`src/rtl/axis_width_conv_lcm.sv`:
```
// N-bit to M-bit stream width converter through a ring of LCM(N,M)-bit pages.
// Pages are packed MSB-first; a mid-page tfirst drops the partial page.
module axis_width_conv_lcm #(
  parameter int N     = 4,
  parameter int M     = 6,
  parameter int DEPTH = 2
) (
  input  logic         clk,
  input  logic         rst,
  output logic         s_axis_tnext,
  input  logic [N-1:0] s_axis_tdata,
  input  logic         s_axis_tfirst,
  input  logic         s_axis_tvalid,
  input  logic         m_axis_tnext,
  output logic [M-1:0] m_axis_tdata,
  output logic         m_axis_tfirst,
  output logic         m_axis_tvalid,
  output logic         frame_error,
  output logic [15:0]  bit_count
);

  function automatic int gcd(input int a, input int b);
    int x;
    int y;
    int t;
    x = a;
    y = b;
    while (y != 0) begin
      t = x % y;
      x = y;
      y = t;
    end
    return x;
  endfunction

  localparam int LCM = (N / gcd(N, M)) * M;
  localparam int KN  = LCM / N;
  localparam int KM  = LCM / M;
  localparam int PW  = $clog2(DEPTH);
  localparam int IW  = (KN > 1) ? $clog2(KN) : 1;
  localparam int OW  = (KM > 1) ? $clog2(KM) : 1;
  localparam int CW  = $clog2(DEPTH + 1);

  logic [LCM-1:0] mem [DEPTH];
  logic [DEPTH-1:0] pfirst;
  logic [PW-1:0]  wr_page;
  logic [PW-1:0]  rd_page;
  logic [IW-1:0]  wr_idx;
  logic [OW-1:0]  rd_idx;
  logic [CW-1:0]  occ;

  logic           wr_en;
  logic           rd_en;
  logic           resync;
  logic           commit;
  logic           release_pg;
  logic [IW-1:0]  eff_idx;
  logic [31:0]    bc_full;

  assign s_axis_tnext  = s_axis_tvalid && (occ != CW'(DEPTH)) && !rst;
  assign m_axis_tvalid = (occ != '0);
  assign m_axis_tdata  = mem[rd_page][LCM-1-int'(rd_idx)*M -: M];
  assign m_axis_tfirst = pfirst[rd_page] && (rd_idx == '0);

  // Handshake decode; a tfirst chunk always lands in slot 0 of the page
  always_comb begin
    wr_en      = s_axis_tnext;
    rd_en      = m_axis_tnext && m_axis_tvalid;
    eff_idx    = s_axis_tfirst ? '0 : wr_idx;
    resync     = wr_en && s_axis_tfirst && (wr_idx != '0);
    commit     = wr_en && (eff_idx == IW'(KN - 1));
    release_pg = rd_en && (rd_idx == OW'(KM - 1));
  end

  // Held bits, computed wide and saturated to 16 bits
  always_comb begin
    bc_full = 32'(occ) * 32'(LCM)
            + 32'(wr_idx) * 32'(N)
            - 32'(rd_idx) * 32'(M);
    bit_count = (bc_full > 32'hFFFF) ? 16'hFFFF : bc_full[15:0];
  end

  // Page storage and per-page frame-start flags
  always_ff @(posedge clk or posedge rst) begin
    if (rst) begin
      for (int i = 0; i < DEPTH; i++) mem[i] <= '0;
      pfirst <= '0;
    end else if (wr_en) begin
      mem[wr_page][LCM-1-int'(eff_idx)*N -: N] <= s_axis_tdata;
      if (eff_idx == '0) pfirst[wr_page] <= s_axis_tfirst;
    end
  end

  // Write-side chunk index and page pointer
  always_ff @(posedge clk or posedge rst) begin
    if (rst) begin
      wr_idx  <= '0;
      wr_page <= '0;
    end else if (wr_en) begin
      if (commit) begin
        wr_idx  <= '0;
        wr_page <= wr_page + PW'(1);
      end else begin
        wr_idx  <= eff_idx + IW'(1);
      end
    end
  end

  // Read-side chunk index and page pointer
  always_ff @(posedge clk or posedge rst) begin
    if (rst) begin
      rd_idx  <= '0;
      rd_page <= '0;
    end else if (rd_en) begin
      if (release_pg) begin
        rd_idx  <= '0;
        rd_page <= rd_page + PW'(1);
      end else begin
        rd_idx  <= rd_idx + OW'(1);
      end
    end
  end

  // Committed page count; commit and release together cancel
  always_ff @(posedge clk or posedge rst) begin
    if (rst) begin
      occ <= '0;
    end else if (commit && !release_pg) begin
      occ <= occ + CW'(1);
    end else if (release_pg && !commit) begin
      occ <= occ - CW'(1);
    end
  end

  // One-cycle pulse for each discarded partial page
  always_ff @(posedge clk or posedge rst) begin
    if (rst) frame_error <= 1'b0;
    else     frame_error <= resync;
  end

endmodule

```
`config.mk`:
```
export PLATFORM = sky130hd
export DESIGN_NAME = axis_width_conv_lcm
export DESIGN_NICKNAME = d
export VERILOG_FILES = /design/src/rtl/axis_width_conv_lcm.sv
export SDC_FILE = /design/constraint.sdc
export NUM_CORES = 1
export LEC_CHECK = 0
export CAP_MARGIN = 20
export CORE_UTILIZATION = 55
export CTS_BUF_LIST = sky130_fd_sc_hd__clkbuf_2
export DETAILED_ROUTE_END_ITERATION = 6
export MAX_ROUTING_LAYER = met4
export PLACE_DENSITY = 0.82
export SETUP_SLACK_MARGIN = 0.02
export SKIP_CTS_REPAIR_TIMING = 1
export SYNTH_ARGS = -nofsm -noshare
export SYNTH_HDL_FRONTEND = slang
export SYNTH_SLANG_ARGS = --single-unit
```
`constraint.sdc`:
```
create_clock -name clk -period 3.4 [get_ports clk]
set_clock_uncertainty 0.05 [all_clocks]
set_input_delay 0.68 -clock clk [delete_from_list [all_inputs] [get_ports clk]]
set_output_delay 0.68 -clock clk [all_outputs]
set_load 0.01 [all_outputs]
```
Yosys cells after proc, flatten, opt, wreduce, memory -nomap -nowiden
Cells that the tools add are included.
{ "classes": {"add_sub_neg": 11, "mul": 3, "div": 0, "n_lt_le_gt_ge": 7, "eq_ne": 2, "shifts": 3, "n_mux": 17, "bitwise_logic": 3, "n_reduce_logical": 22} }
{ "ops": {"columns": ["op", "count"], "rows": [
  ["two-way mux 12 bit", 4],
  ["negator 5 -> 33 bit", 1],
  ["variable shift 4 x 33 -> 15 bit, first input constant", 1],
  ["indexed part select 4 x 33 -> 15 bit", 1],
  ["> comparator 32 x 16 -> 1 bit, second input constant", 1],
  ["bitwise mux 24 bit", 1],
  ["indexed part select 17 x 5 -> 6 bit", 1],
  ["two-way mux 16 bit", 1],
  ["demux 12 bit (select 1 bit)", 1],
  ["logical AND 1 bit", 12],
  ["subtractor 4 x 4 -> 5 bit, first input constant", 2],
  ["two-way mux 2 bit", 4],
  ["subtractor 7 x 4 -> 8 bit", 1],
  ["adder 6 x 4 -> 7 bit", 1],
  ["multiplier 1 x 2 -> 3 bit, second input constant", 2],
  ["AND reduction 2 bit", 3],
  ["nonzero test 2 bit", 3],
  ["adder 2 x 1 -> 2 bit, second input constant", 2],
  [">= comparator 2 bit, second input constant", 2],
  ["< comparator 1 x 2 -> 1 bit, second input constant", 2],
  ["multiplier 2 x 2 -> 4 bit, second input constant", 1],
  ["two-way mux 1 bit", 4],
  ["NOT 1 -> 2 bit", 2],
  ["adder 1 bit, second input constant", 3],
  ["10 further kinds", 12]
]} }
{ "word_totals": {"ff_bits": 34, "latch_bits": 0, "ramBits": 0, "mem_bits_ro": 0, "input_bits": 9, "out_inout_bits": 26, "wordCells": 77, "memories": 0} }

Longest topological paths before layout
Gate-level depths: netlist (run 1).
{ "logic_depth": {"depth_word": 8, "mapped_depth": 9, "depth_no_buf": 9} }

Worst setup path before layout (run 1)
Ideal clock, no wire load.
{ "synth_path": {"kind": "register to output", "from": "reg occ[1]", "to": "out bit_count[10]", "t_arrival_ns": 2.327, "required_time_ns": 2.670, "slack_ns": 0.343, "stages_incl_launch_ff": 8, "path_buffers": 1, "cell_sequence": "dfrtp_1 -> inv_1 -> fa_1 -> ha_1 -> a211oi_1 -> nand2_1 -> inv_1 -> buf_4"} }
{ "synth_via": {"elab_chain_cells": 5} }
{ "synth_lines": {"columns": ["item", "line_no", "rtl"], "rows": [
  ["start: declaration", "50", "logic [CW-1:0] occ;"],
  ["start signal: assignment", "129", "occ <= occ + CW'(1);"],
  ["start signal: assignment", "131", "occ <= occ - CW'(1);"],
  ["multiplier 2 x 2 -> 4 bit (*)", "77", "bc_full = 32'(occ) * 32'(LCM)"],
  ["adder 6 x 4 -> 7 bit (*)", "78", "+ 32'(wr_idx) * 32'(N)"],
  ["subtractor 7 x 4 -> 8 bit (*)", "79", "- 32'(rd_idx) * 32'(M);"],
  ["> comparator 32 x 16 -> 1 bit", "80", "bit_count = (bc_full > 32'hFFFF) ? 16'hFFFF : bc_full[15:0];"],
  ["two-way mux 16 bit (*)", "80", null],
  ["end: declaration", "19", "output logic [15:0] bit_count"]
]} }
Mark *: on every way between the ends. The rest lies on a longest branch, timed or not.

Worst setup path in the final report (run 1)
{ "layout_path": {"from": "reg occ[0]", "to": "out bit_count[6]"} }
Same word-level chain as after synthesis.

==> results.md, run 1 <==
* Final critical path time including I/O delays and setup at about 3300 ps
* Endpoint kind of the worst setup timing path: output pin
* Area fraction of the dominant cell type after synthesis at 0.409
* Internal cell power at approximately 1.8 mW
* Drt first pass iters at 4
* Switching Share at 0.405
* Die outline height at 63.5 um
* Static Leakage at roughly 1.4 nW
* Number of global-route vias before repair at around 1600
* Number of standard-cell rows in the floorplan at 21
* Status: complete, no violations
* Number of vias after detailed routing at roughly 1500
* Critical path fanouts, max at 6
* Endpoint arrival time on the critical path at 2600 ps
* Routed wire per std cell at 17.2 um
* Number of synthesis warnings at 0
* Synthesized area per cell at 11.6 sq um
* Largest net degree at the start of global routing at 34
* Signed area change from the synthesized netlist to the final layout at 25.2%
* Comb power frac at 0.688
* Nets@finish at 244
* Post-Place Cell Area at 2450 sq um
* Fmax at about 300 MHz
* Final hold viol count at 0
* Biggest area consumer among synthesized cells: sky130_fd_sc_hd__dfrtp_1
* Worst IR drop on VDD at 613 uV
* Max clock buf depth at 2
* Critical Path RT at 2670 ps
* Worst Tran Pin Value at between 500 and 600 ps
* Clock tree from TritonCTS: built
* Setup violators final at 0
* Wirelength, routed at ~4500 um
* Number of unique standard cell types used by synthesis at 30
* Relative slew slack at 0.601
* Top area cells in the synthesized netlist: sky130_fd_sc_hd__dfrtp_1 (41%), sky130_fd_sc_hd__mux2_2 (14%), sky130_fd_sc_hd__ha_1 (9.0%), sky130_fd_sc_hd__mux4_2 (6.5%), sky130_fd_sc_hd__buf_4 (3.2%)
* Final std cells w/o fill at between 200 and 300
* Number of cells produced by synthesis at roughly 180
* Most common cell in the synthesized netlist: sky130_fd_sc_hd__dfrtp_1
* Most used DFF post-synth: sky130_fd_sc_hd__dfrtp_1
* Crit start category: register
* I/O pin count at 35
* Die footprint at between 4000 and 5000 sq um
* Power Density at roughly 1200 nW/um^2
* Total track usage at 0.260
* Post-route ant nets at 0
* Sum of net half-perimeters after detailed placement at 3270 um
* Worst hold-check path type: register to register
* Sequential area share after synthesis at 0.409
* NetSw at between 1 and 1.5 mW
* Post-route worst hold slack at approximately 470 ps
* Share of power burned in the clock network at 0.091
* Depth of the CTS H-tree at 2
* Clock latency of the later-clocked register in the worst-skew pair at 390 ps
* Period utilization at 0.978
* DRC errors left at 0
* Remaining global-route overflow at 0
* Global-route wire length before repair at 7560 um
* Placer congestion estimate at 0.823
* Initial Utilization at 0.600
* Total negative setup slack at 0 ps
* Proportion of layout cells with a drive suffix above 1 at 0.292
* Setup slack of the critical path after layout at roughly 74 ps
* Total power draw at ~3.0 mW
* Mapped cell area at around 2100 sq um
* Setup slack after placement at -14.8 ps
* Sequential share of power at 0.221
* Num CTS Buffers at 5
* Number of sinks on the clock net at 34
* Number of register bits inferred by synthesis at 34
* Number of enable flip-flop cells after synthesis at 0
* Commonest cells in the synthesized netlist: sky130_fd_sc_hd__dfrtp_1 (34), sky130_fd_sc_hd__mux2_2 (25), sky130_fd_sc_hd__inv_1 (16)
* Classification of the worst setup path: register to output pin
* Count of inserted antenna diode cells at 0
* Max-slew violation total from the final report at 0
* CTS root buffer: sky130_fd_sc_hd__clkbuf_2
* Die boundary width at 63.5 um
* Area of the placeable core at 3470 sq um
* Clock-pin slew reported for the worst setup and hold paths after clock tree synthesis at between 150 and 200 ps
* Count of placed standard cells including taps at between 200 and 300
* Max-capacitance violation count at 0
* Synthesized Nets at 205
* DR vias/cell at 5.64
* Design area at between 2000 and 3000 sq um
* Number of DRC markers after the initial detailed-route iteration at between 50 and 60
* Number of input and output port buffers inserted at 34
* FFs w/ async S/R, synth at 1.00
* Post-layout util at 0.752
* Antenna violations before repair at 0
* Setup repair after global routing missed its margin: true
[kinds of logic (layout without fill, tap and decap cells)]
logic type / after synthesis / in the layout / synth area share
and+or+nand+nor: 48 / 48 / 0.139
muxes: 35 / 35 / 0.220
DFF: 34 / 34 / 0.409
buffers and inverters: 29 / 69 / 0.0709
adders and majority gates: 17 / 17 / 0.109
AOI/OAI and AO/OA: 10 / 10 / 0.0264
xor gates and xnor gates: 6 / 6 / 0.0252
[critical path, stage by stage (launching register included)]
cell and delay [ps]:
sky130_fd_sc_hd__dfrtp_2 490, sky130_fd_sc_hd__inv_4 70, sky130_fd_sc_hd__fa_1 570, sky130_fd_sc_hd__inv_1 50, sky130_fd_sc_hd__ha_2 180, sky130_fd_sc_hd__a211oi_2 230, sky130_fd_sc_hd__buf_4 150, sky130_fd_sc_hd__buf_4 110
sky130_fd_sc_hd__a21oi_1 70, sky130_fd_sc_hd__mux2i_1 140, sky130_fd_sc_hd__buf_2 150
[routing by layer]
layer,wire length (um),share of wire,GRT usage,vias to the layer above
li1,-,-,-,686
met1,1900,0.42,0.300,751
met2,2340,0.51,0.438,46
met3,225,0.049,0.0616,11
met4,89,0.020,0.0966,0
met5,0,0,-,-
[power by group through the flow]
stage	logic (mW)	clock network, mW	registers, mW
2_1_floorplan	1.27	0	0.617
3_3_place_gp	1.89	0	0.656
3_5_place_dp	1.96	0	0.671
4_1_cts	1.97	0.278	0.661
5_1_grt	2.26	0.295	0.688
6_report	2.06	0.273	0.664
[path summary, 6_finish.rpt]
path | start | to | slack, ps | cells after the start
max | occ[0] | bit_count[6] | 70 | 10
min | pfirst[1] | pfirst[1] | 470 | 1
max reg2reg | occ[1] | occ[1] | 1250 | 8
min reg2reg | pfirst[1] | pfirst[1] | 470 | 1
max in group asynchronous | rst | occ[0] | 2200 | 3
min in group asynchronous | rst | frame_error | 490 | 2
[state kept, by name, indices dropped and copies added (netlist names)]
signal	cells
wr_page	1
rd_page	1
occ	2
rd_idx	1
mem	24
wr_idx	2
pfirst	2
frame_error	1
[cell usage in the layout (no fill, tap or decap), types with 2 or more instances in the layout]
cell                              count
sky130_fd_sc_hd__dfrtp_1             32
sky130_fd_sc_hd__mux2_2              25
sky130_fd_sc_hd__clkdlybuf4s50_1     18
sky130_fd_sc_hd__dlymetal6s2s_1      14
sky130_fd_sc_hd__inv_1               13
sky130_fd_sc_hd__ha_1                13
sky130_fd_sc_hd__buf_4               10
sky130_fd_sc_hd__nor2_1               7
sky130_fd_sc_hd__mux4_2               6
sky130_fd_sc_hd__nor3b_1              5
sky130_fd_sc_hd__nand3_1              5
sky130_fd_sc_hd__and2_1               5
sky130_fd_sc_hd__xnor2_1              5
sky130_fd_sc_hd__o21ai_0              5
sky130_fd_sc_hd__clkbuf_2             5
sky130_fd_sc_hd__nor2b_1              4
sky130_fd_sc_hd__and3_1               4
sky130_fd_sc_hd__nand2b_1             3
sky130_fd_sc_hd__nand2_1              3
sky130_fd_sc_hd__a21oi_1              3
sky130_fd_sc_hd__mux2i_1              3
sky130_fd_sc_hd__nand3b_1             2
sky130_fd_sc_hd__nor3_1               2
sky130_fd_sc_hd__inv_4                2
sky130_fd_sc_hd__or3_1                2
sky130_fd_sc_hd__and4b_1              2
sky130_fd_sc_hd__a211oi_2             2
sky130_fd_sc_hd__fa_1                 2
sky130_fd_sc_hd__clkinvlp_4           2
sky130_fd_sc_hd__dfrtp_2              2
sky130_fd_sc_hd__buf_2                2
[cell type report]
| type | count | area [sq um] |
|---|---|---|
| Multi-Input combinational cell | 116 | 1120 |
| Sequential cell | 34 | 853 |
| Clock buffer | 5 | 25.0 |
| Tap cell | 46 | 57.6 |
| Timing Repair Buffer | 44 | 440 |
| Inverter | 17 | 70.1 |
| Clock inverter | 3 | 45.0 |
| Fill cell | 234 | 861 |
Power figures use the tool's default switching activity.
==> inputs of run 2 (changes only) <==
Settings changed: CAP_MARGIN 20 to 30.
==> results of run 2 <==
Same layout as run 1: the final DEF is identical, and so are final timing and power.
==> inputs of run 3 (changes only) <==
Settings changed: SLEW_MARGIN set to 20.
==> results of run 3 <==
Same layout as run 1: the final DEF is identical, and so are final timing and power.
